**config.mk**
```make
export PLATFORM = sky130hd
export DESIGN_NAME = ptw_sv32
export DESIGN_NICKNAME = d
export VERILOG_FILES = /design/src/rtl/ptw_sv32_pkg.sv /design/src/rtl/ptw_sv32_pte_check.sv /design/src/rtl/ptw_sv32.sv
export SDC_FILE = /design/constraint.sdc
export NUM_CORES = 1
export LEC_CHECK = 0
export BUFFER_PORTS_ARGS = -buffer_cell sky130_fd_sc_hd__buf_4
export CELL_PAD_IN_SITES_DETAIL_PLACEMENT = 0
export CELL_PAD_IN_SITES_GLOBAL_PLACEMENT = 1
export CORE_UTILIZATION = 32
export DETAILED_ROUTE_END_ITERATION = 6
export GPL_TIMING_DRIVEN = 0
export PLACE_DENSITY_LB_ADDON = 0.1
export SKIP_CTS_REPAIR_TIMING = 1
export SYNTH_ARGS = -nofsm -noshare
export SYNTH_HDL_FRONTEND = slang
export SYNTH_HIERARCHICAL = 1
export SYNTH_SLANG_ARGS = --single-unit
```
**constraint.sdc**
```tcl
create_clock -name clk -period 3.5 [get_ports clk]
set_input_delay 0.875 -clock clk [delete_from_list [all_inputs] [get_ports clk]]
set_output_delay 0.875 -clock clk [all_outputs]
set_load 0.02 [all_outputs]
```
**src/rtl/ptw_sv32_pkg.sv**
```systemverilog
// Shared types and constants for the Sv32 page-table walker: FSM state
// encoding, completion cause codes, Sv32 PTE field positions and a helper
// for building a PTE byte address from a table PPN and a VPN slice.
package ptw_pkg;

  typedef enum logic [3:0] {
    S_IDLE,
    S_L1_REQ,
    S_L1_WAIT,
    S_L0_REQ,
    S_L0_WAIT,
    S_FILL,
    S_FAULT,
    S_DRAIN,
    S_ABORT
  } ptw_state_e;

  localparam logic [1:0] PTW_OK    = 2'd0;
  localparam logic [1:0] PTW_PF    = 2'd1;
  localparam logic [1:0] PTW_AF    = 2'd2;
  localparam logic [1:0] PTW_FLUSH = 2'd3;

  localparam int PTE_V        = 0;
  localparam int PTE_R        = 1;
  localparam int PTE_W        = 2;
  localparam int PTE_X        = 3;
  localparam int PTE_U        = 4;
  localparam int PTE_G        = 5;
  localparam int PTE_A        = 6;
  localparam int PTE_D        = 7;
  localparam int PTE_PPN_LSB  = 10;
  localparam int PTE_PPN_MSB  = 31;
  localparam int PTE_PPN0_LSB = 10;
  localparam int PTE_PPN0_MSB = 19;

  function automatic logic [21:0] pte_ppn(input logic [31:0] pte);
    return pte[PTE_PPN_MSB:PTE_PPN_LSB];
  endfunction

  // Byte address of entry idx within the 4 KiB table at ppn.
  function automatic logic [33:0] pte_addr(input logic [21:0] ppn, input logic [9:0] idx);
    return {ppn, 12'h000} + {22'h0, idx, 2'b00};
  endfunction

endpackage

```
**src/rtl/ptw_sv32_pte_check.sv**
```systemverilog
// Combinational Sv32 PTE classifier. level=1 means the entry came from the
// root table (a leaf there is a 4 MiB megapage), level=0 the second table.
module ptw_pte_check
  import ptw_pkg::*;
(
  input  logic [31:0] pte,
  input  logic        level,
  input  logic        store,
  output logic        is_leaf,
  output logic        page_fault
);

  logic v, r, w, x, a, d;
  logic unused_bits;

  assign v = pte[PTE_V];
  assign r = pte[PTE_R];
  assign w = pte[PTE_W];
  assign x = pte[PTE_X];
  assign a = pte[PTE_A];
  assign d = pte[PTE_D];

  // U, G, RSW and the upper PPN bits do not affect classification.
  assign unused_bits = ^{pte[PTE_PPN_MSB:PTE_PPN0_MSB+1], pte[9:8], pte[PTE_U], pte[PTE_G]};

  // Classify: invalid / reserved encodings, pointer at the last level,
  // missing A/D (no hardware update), and misaligned megapages all fault.
  always_comb begin
    is_leaf    = r | x;
    page_fault = 1'b0;
    if (!v || (!r && w)) begin
      page_fault = 1'b1;
    end else if (!is_leaf) begin
      page_fault = !level;
    end else if (!a || (store && !d)) begin
      page_fault = 1'b1;
    end else if (level && (pte[PTE_PPN0_MSB:PTE_PPN0_LSB] != 10'd0)) begin
      page_fault = 1'b1;
    end
  end

endmodule

```
**src/rtl/ptw_sv32.sv**
```systemverilog
// Sv32 hardware page-table walker. Services one TLB miss at a time, issues
// at most one outstanding PTE read, and either fills the TLB with the leaf
// PTE or reports a fault. A TLB flush aborts the walk, draining any read
// already granted so the memory port stays in step.
//
// state     | meaning
// ----------+-------------------------------------------------------------
// S_IDLE    | ready for a miss; late memory responses are ignored here
// S_L1_REQ  | requesting root-table PTE, waiting for m_gnt
// S_L1_WAIT | root-table read granted, waiting for m_rvalid
// S_L0_REQ  | requesting second-level PTE, waiting for m_gnt
// S_L0_WAIT | second-level read granted, waiting for m_rvalid
// S_FILL    | write leaf into TLB, walk_done with cause ok (flush: cause 3)
// S_FAULT   | walk_done with latched fault cause (flush: cause 3)
// S_DRAIN   | flushed with a read in flight; wait for and discard its data
// S_ABORT   | walk_done with cause flushed
module ptw_sv32
  import ptw_pkg::*;
#(
  parameter int PTE_W = 64,
  parameter int PA_W  = 34
) (
  input  logic             clk,
  input  logic             rstn,
  input  logic             walk_req,
  input  logic [19:0]      walk_vpn,
  input  logic             walk_store,
  output logic             walk_ready,
  output logic             walk_done,
  output logic [1:0]       walk_cause,
  input  logic             satp_mode,
  input  logic [21:0]      satp_ppn,
  output logic             m_req,
  output logic [PA_W-1:0]  m_addr,
  input  logic             m_gnt,
  input  logic             m_rvalid,
  input  logic [31:0]      m_rdata,
  input  logic             m_rerr,
  output logic             tlb_cs,
  output logic             tlb_we,
  output logic [19:0]      tlb_vpn,
  output logic             tlb_spage,
  output logic [PTE_W-1:0] tlb_pte,
  input  logic             tlb_flush_req
);

  ptw_state_e  state_q, state_d;

  logic [19:0] vpn_q;
  logic        store_q;
  logic [21:0] ppn_q;
  logic [31:0] pte_q;
  logic        spage_q;
  logic [1:0]  cause_q;

  logic        accept;
  logic        load_ptr;
  logic        load_leaf;
  logic        set_cause;
  logic [1:0]  cause_d;
  logic        level_l1;
  logic        is_leaf;
  logic        page_fault;
  logic [33:0] addr_full;

  assign level_l1 = (state_q == S_L1_WAIT);

  ptw_pte_check u_pte_check (
    .pte        (m_rdata),
    .level      (level_l1),
    .store      (store_q),
    .is_leaf    (is_leaf),
    .page_fault (page_fault)
  );

  // State register.
  always_ff @(posedge clk) begin
    if (!rstn) begin
      state_q <= S_IDLE;
    end else begin
      state_q <= state_d;
    end
  end

  // Next-state logic; a flush overrides every transition except in IDLE
  // and DRAIN.
  always_comb begin
    state_d   = state_q;
    accept    = 1'b0;
    load_ptr  = 1'b0;
    load_leaf = 1'b0;
    set_cause = 1'b0;
    cause_d   = PTW_PF;
    case (state_q)
      S_IDLE: begin
        if (walk_req) begin
          accept = 1'b1;
          if (satp_mode) begin
            state_d = S_L1_REQ;
          end else begin
            state_d   = S_FAULT;
            set_cause = 1'b1;
            cause_d   = PTW_PF;
          end
        end
      end
      S_L1_REQ, S_L0_REQ: begin
        if (tlb_flush_req) begin
          state_d = m_gnt ? S_DRAIN : S_ABORT;
        end else if (m_gnt) begin
          state_d = (state_q == S_L1_REQ) ? S_L1_WAIT : S_L0_WAIT;
        end
      end
      S_L1_WAIT, S_L0_WAIT: begin
        if (tlb_flush_req) begin
          state_d = m_rvalid ? S_ABORT : S_DRAIN;
        end else if (m_rvalid) begin
          if (m_rerr) begin
            state_d   = S_FAULT;
            set_cause = 1'b1;
            cause_d   = PTW_AF;
          end else if (page_fault) begin
            state_d   = S_FAULT;
            set_cause = 1'b1;
            cause_d   = PTW_PF;
          end else if (!is_leaf) begin
            state_d  = S_L0_REQ;
            load_ptr = 1'b1;
          end else begin
            state_d   = S_FILL;
            load_leaf = 1'b1;
          end
        end
      end
      S_DRAIN: begin
        if (m_rvalid) begin
          state_d = S_ABORT;
        end
      end
      S_FILL, S_FAULT, S_ABORT: begin
        state_d = S_IDLE;
      end
      default: begin
        state_d = S_IDLE;
      end
    endcase
  end

  // Walk context: request fields on accept, next table PPN on a pointer,
  // leaf PTE and page size on a successful leaf, cause on a fault.
  always_ff @(posedge clk) begin
    if (!rstn) begin
      vpn_q   <= '0;
      store_q <= 1'b0;
      ppn_q   <= '0;
      pte_q   <= '0;
      spage_q <= 1'b0;
      cause_q <= PTW_OK;
    end else begin
      if (accept) begin
        vpn_q   <= walk_vpn;
        store_q <= walk_store;
        ppn_q   <= satp_ppn;
      end
      if (load_ptr) begin
        ppn_q <= pte_ppn(m_rdata);
      end
      if (load_leaf) begin
        pte_q   <= m_rdata;
        spage_q <= level_l1;
      end
      if (set_cause) begin
        cause_q <= cause_d;
      end
    end
  end

  assign addr_full = pte_addr(ppn_q, (state_q == S_L1_REQ) ? vpn_q[19:10] : vpn_q[9:0]);

  // Outputs decoded from state; only the completion cause and the TLB
  // write strobe look at the flush input directly.
  always_comb begin
    walk_ready = 1'b0;
    walk_done  = 1'b0;
    walk_cause = PTW_OK;
    m_req      = 1'b0;
    m_addr     = '0;
    tlb_cs     = 1'b0;
    tlb_we     = 1'b0;
    case (state_q)
      S_IDLE: begin
        walk_ready = 1'b1;
      end
      S_L1_REQ, S_L0_REQ: begin
        m_req  = 1'b1;
        m_addr = PA_W'(addr_full);
      end
      S_FILL: begin
        walk_done = 1'b1;
        if (tlb_flush_req) begin
          walk_cause = PTW_FLUSH;
        end else begin
          walk_cause = PTW_OK;
          tlb_cs     = 1'b1;
          tlb_we     = 1'b1;
        end
      end
      S_FAULT: begin
        walk_done  = 1'b1;
        walk_cause = tlb_flush_req ? PTW_FLUSH : cause_q;
      end
      S_ABORT: begin
        walk_done  = 1'b1;
        walk_cause = PTW_FLUSH;
      end
      default: begin
        walk_ready = 1'b0;
      end
    endcase
  end

  assign tlb_vpn   = vpn_q;
  assign tlb_spage = spage_q;
  assign tlb_pte   = PTE_W'(pte_q);

endmodule

```
== Word level (Yosys, flattened, before mapping) ==
Index checks and enable logic that the tools add are counted.

* Bits in registers: 82
* Input port bits: 83

* Add/sub/neg operators: 1
* Equal/unequal tests: 12
* Multiplexer cells: 55
* Bitwise operators: 1
* Reductions and logical operators: 17

{| class="wikitable"
|+ Operators with widths
! cell !! count
|-
| $mux 22 || 2
|-
| $add 34x12->34 || 1
|-
| $mux 34 || 1
|-
| $mux 4 || 8
|-
| $mux 1 || 29
|-
| $eq 4x3->1 const B || 4
|-
| $pmux 4 s4 || 1
|-
| $mux 3 || 5
|-
| $mux 2 || 6
|-
| $mux 10 || 1
|-
| $reduce_bool 10->1 || 1
|-
| $eq 4x2->1 const B || 2
|-
| $ne 3x3->1 const B || 2
|-
| $pmux 2 s3 || 1
|-
| $logic_not 1->1 || 5
|-
| $eq 4x1->1 const B || 1
|-
| $eq 4x4->1 const B || 1
|-
| $logic_not 4->1 || 1
|-
| $ne 2x2->1 const B || 2
|-
| $reduce_and 4->1 || 1
|-
| $reduce_or 2->1 || 2
|-
| $logic_and 1x1->1 || 3
|-
| $reduce_or 3->1 || 1
|-
| $logic_or 1x1->1 || 2
|-
| other kinds (3) || 3
|}

== Logic depth before layout (Yosys ltp) ==
* Depth after elaboration: 12
* Depth in mapped cells: 11
* Depth with buffers taken out: 9

== Hierarchy ==
The synthesis kept the hierarchy.

{| class="wikitable"
|+ Modules (own cells, without submodules)
! module !! times used !! cells an instance !! area an instance (um^2) !! sequential area each (um^2)
|-
| ptw_sv32 || 1 || 475 || 4,020.1 || 1,641.6
|-
| ptw_pte_check || 1 || 14 || 92.6 || 0.0
|}

== Worst setup path before layout ==
No wires, ideal clock.

* Path type: input-to-output
* From: input port tlb_flush_req
* To: output port tlb_we
* Arrival time: 2.079 ns
* Data required time: 2.625 ns
* Setup slack: 0.546 ns
* Stages: 3
* Buffers on the path: 2
* Cells stage by stage: clkbuf_1 -> nor4_1 -> buf_4

* Word-level cells in the longest chain between the ends: 2

{| class="wikitable"
|+ RTL lines
! what !! RTL line !! text
|-
| from (decl) || ptw_sv32.sv:44 || <nowiki>input logic tlb_flush_req</nowiki>
|-
| $mux 1 (2 in series) || - ||
|-
| to (decl) || ptw_sv32.sv:40 || <nowiki>output logic tlb_we,</nowiki>
|}

No other way between the ends.

== Worst setup path after layout ==
* From: register state_q[1]
* To: register pte_q[8]

* Word-level cells in the longest chain between the ends: 11

{| class="wikitable"
|+ RTL lines
! what !! RTL line !! text
|-
| from (decl) || ptw_sv32.sv:47 || <nowiki>ptw_state_e state_q, state_d;</nowiki>
|-
| from (signal assigned) || ptw_sv32.sv:81 || <nowiki>state_q <= state_d;</nowiki>
|-
| $eq 4x2->1 * || ptw_sv32.sv:66 || <nowiki>assign level_l1 = (state_q == S_L1_WAIT);</nowiki>
|-
| via level_l1 || ptw_sv32.sv:61 || <nowiki>logic level_l1;</nowiki>
|-
| $logic_and 1x1->1 || ptw_sv32_pte_check.sv:37 || <nowiki>end else if (level && (pte[PTE_PPN0_MSB:PTE_PPN0_LSB] != 10'd0)) begin</nowiki>
|-
| $mux 1 || ptw_sv32_pte_check.sv:37 ||
|-
| $mux 1 || ptw_sv32_pte_check.sv:35 || <nowiki>end else if (!a || (store && !d)) begin</nowiki>
|-
| $mux 1 * || ptw_sv32_pte_check.sv:33 || <nowiki>end else if (!is_leaf) begin</nowiki>
|-
| $mux 1 * || ptw_sv32_pte_check.sv:31 || <nowiki>if (!v || (!r && w)) begin</nowiki>
|-
| via page_fault || ptw_sv32.sv:63 || <nowiki>logic page_fault;</nowiki>
|-
| $mux 1 * || ptw_sv32.sv:122 || <nowiki>end else if (page_fault) begin</nowiki>
|-
| $mux 1 * || ptw_sv32.sv:118 || <nowiki>if (m_rerr) begin</nowiki>
|-
| $mux 1 * || ptw_sv32.sv:117 || <nowiki>end else if (m_rvalid) begin</nowiki>
|-
| $mux 1 * || ptw_sv32.sv:115 || <nowiki>if (tlb_flush_req) begin</nowiki>
|-
| $mux 1 * || ptw_sv32.sv:94 || <nowiki>case (state_q)</nowiki>
|-
| to (signal assigned) || ptw_sv32.sv:169 || <nowiki>pte_q <= m_rdata;</nowiki>
|-
| to (decl) || ptw_sv32.sv:52 || <nowiki>logic [31:0] pte_q;</nowiki>
|}

Mark *: on every way through the listed nets, which the timed path passes. The rest lies on a longest branch.
A chain may end at the register's enable or synchronous reset.

==> parameters.txt <==
Parameter                              Value

Clock network
  Clock tree from TritonCTS    yes
  Clock root buffer    clkbuf_16
  Worst-path clk slew    approximately 0.060 ns
  Skew-Pair Late Insertion Delay    0.34 ns
  Total clock buffers created by CTS    9
  # clock sinks    between 80 and 90
  Number of levels in the clock H-tree    3
  Buffers from clock root to sink, at most    2

Setup path
  Highest fanout seen on the critical path    10
  Critical Setup Path Class    reg2reg
  Worst R2R End    pte_q[8]
  Critical Path Source Type    register
  Minimum setup slack among reg-to-reg paths    between 0.3 and 0.4 ns
  Reg2reg start    state_q[1]
  Type of destination of the critical path    register
  Critical path data arrival time    3.34 ns
  Number of cells traversed by the worst register-to-register path    11
  WP data required    about 3.7 ns

Detailed routing
  Average detailed-routed wire length per instance    14.3 um
  First-pass detailed-route iteration total    4
  Final antenna-violating net count    0
  Starting DRC count in detailed routing    192
  Aggregate routed wire length    12,700 um
  Ratio of routed vias to standard cells    ~4.6
  DR vias    approximately 4.1k
  Post-route DRC violation count    0

STA
  Actual transition at the worst max-transition pin    0.773 ns
  FMAX    between 300 and 400 MHz
  Max transition margin    0.485
  Number of hold violations in the final report    0
  Setup repair after global routing missed its margin    false
  Part of the cycle the worst path needs    0.893
  Worst clock skew on the final layout    roughly 0.005 ns
  Min Tclk post-route    around 3.1 ns
  Final Worst Setup Slack    between 0.3 and 0.4 ns
  Worst Hold Margin    roughly 0.46 ns
  Setup violation total in the final timing report    0
  Number of pins exceeding their max-slew limit in the final report    0

Synthesis
  Biggest area contributors in the synthesized netlist    dfxtp_1 (40%), mux2i_1 (10%), nand2_1 (8.7%)
  Sequential cell area fraction in the yosys report    0.399
  Main synth FF type    dfxtp_1
  Share of async-settable or async-resettable flops after synthesis    0
  Netlist Area Pre-Place    between 4000 and 5000 um2
  Number of standard cells after synthesis    489
  Most repeated cell in the gate-level netlist after synthesis    nand2_1
  Biggest area consumer among synthesized cells    dfxtp_1
  Number of distinct library cell variants in the gate-level netlist after synthesis    between 40 and 50
  Register bit total from synthesis    just over 80
  Number of enable-type register cells in the synthesized netlist    0
  Yosys warnings    6
  Synth Area per Inst    about 8.4 um2
  Most used standard cells in the synthesized netlist    nand2_1 (95), dfxtp_1 (82), nor2_1 (73), mux2i_1 (43), buf_4 (37)
  Top cell type's share of synthesized area    0.399

Global routing
  Grt total ovfl    0
  First-pass GRT wire length    between 15,000 and 20,000 um
  Tot GR Track Use    0.191
  Initial antenna violation count    0
  Vias in the first global route    3,868
  Pin count of the biggest net entering global routing    13

Place
  Total half-perimeter wirelength after legalization and detailed placement    just under 10,000 um
  Post-Place Cell Area    between 5000 and 6000 um2
  Worst slack after detailed placement    -0.0789 ns
  PortBufs    between 150 and 200
  Final weighted congestion in routability-driven placement    approximately 0.8
  Dpl cells    between 800 and 900

Layout
  Final antenna diode count    0
  Final cell count without fillers    about 890
  Layout cells sized above 1    0.373
  Fillers    approximately 1.3k
  Fin area    around 6000 um2
  Seq. cell area    between 1500 and 2000 um2
  Area growth from synthesis to layout    47.2%
  Number of nets at the end of the flow    792
  Area of the multi-input gates    ~2200 um2

Outcome
  Result of the run    completed

Floorplan
  Site Rows    between 40 and 50
  Core Region    ~13,000 um2
  Die area    between 10,000 and 15,000 um2
  Initial core utilization    0.327
  # IOs    around 210
  Height of the die    between 100 and 150 um
  Horizontal die dimension    between 100 and 150 um

Power and ir drop
  Leakage dissipation    2.98 nW
  Maximum vdd ir drop    about 220 uV
  Power density over the cells    approximately 550 nW/um2

Hold path
  Path type of the worst min-delay path    reg2reg
  Hold Crit Start    store_q
  Min-Delay Path Depth    2
  Worst Hold End    store_q

Flow run
  Count of max-cap constraint violations    0
cell families (layout without fill, tap and decap cells):
logic type             count (synthesis)  after routing  share of synthesized area
multiplexers                          43             43                      0.105
XOR/XNOR                               2              2                    0.00426
flip-flops                            82             82                      0.399
buffers and inverters                 73            264                      0.106
AND/OR/NAND/NOR                      219            219                      0.238
AO/OA/AOI/OAI                         69             69                      0.146
other                                  1             34                   0.000912
per-layer routing:
| metal | vias up | share of wire | global-route usage |
|---|---|---|---|
| met5 | - | 0 | 0 |
| met4 | 0 | 0.018 | 0.0866 |
| met3 | 16 | 0.066 | 0.0517 |
| met2 | 141 | 0.48 | 0.309 |
| met1 | 1912 | 0.43 | 0.238 |
| li1 | 2028 | - | - |
flip-flops by register name, indices dropped and copies added (netlist names):
signal     count
cause_q        2
ppn_q         22
pte_q         32
state_q        4
store_q        1
tlb_spage      1
tlb_vpn       20
worst max path at each step:
stage                             start   endpoint  slack [ns]
after floorplan           tlb_flush_req     tlb_we        0.55
after global placement       state_q[1]  ppn_q[17]       -0.10
after detailed placement     state_q[1]  ppn_q[17]       -0.08
after CTS                    state_q[1]  ppn_q[17]       -0.11
after global routing         state_q[1]  pte_q[28]         0.1
final                        state_q[1]   pte_q[8]        0.38
stage by stage:
step | util | TNS (ns) | total power [mW]
floorplan | - | 0 | 1.98
global placement | 0.458 | -1.15 | 2.42
detailed placement | 0.458 | -0.441 | 2.44
CTS | 0.480 | -0.842 | 3.33
global route | 0.482 | 0 | 3.49
finish | 0.482 | 0 | 3.30
critical path, cell delays in order (launching register included):
cell,delay (ns)
dfxtp_1,0.36
clkbuf_2,0.26
inv_1,0.14
nor4_2,0.45
nand2_1,0.11
nor3_2,0.12
o311ai_1,0.12
nor3_1,0.36
nand4_1,0.42
buf_2,0.38
mux2i_1,0.21
nor2_1,0.05
layout by cell type (no fill, tap or decap), drive strengths merged, types with 4 or more instances in the layout:
| cell | synthesis | final |
|---|---|---|
| a311oi | 23 | 23 |
| o21ai | 5 | 5 |
| mux2i | 43 | 43 |
| and2 | 25 | 25 |
| buf | 49 | 224 |
| conb | 1 | 34 |
| nor4 | 4 | 4 |
| inv | 5 | 5 |
| a21oi | 25 | 25 |
| nor2 | 73 | 73 |
| nand2b | 4 | 4 |
| dfxtp | 82 | 82 |
| clkinv | 1 | 4 |
| nand2 | 95 | 95 |
| clkbuf | 18 | 31 |
area by class of cell:
class / instances / area share
Clock inverter: 3 / 0.00248
Multi-Input combinational cell: 367 / 0.357
Timing Repair Buffer: 176 / 0.218
Tap cell: 172 / 0.0355
Buffer: 67 / 0.0690
Sequential cell: 82 / 0.271
Inverter: 6 / 0.00393
Clock buffer: 12 / 0.0424
report_power, final:
group	switching, mW	internal [mW]
Clock	0.374	0.512
Sequential	0.0751	1.06
Combinational	0.763	0.521
Total	1.21	2.09
Power figures use the tool's default switching activity.
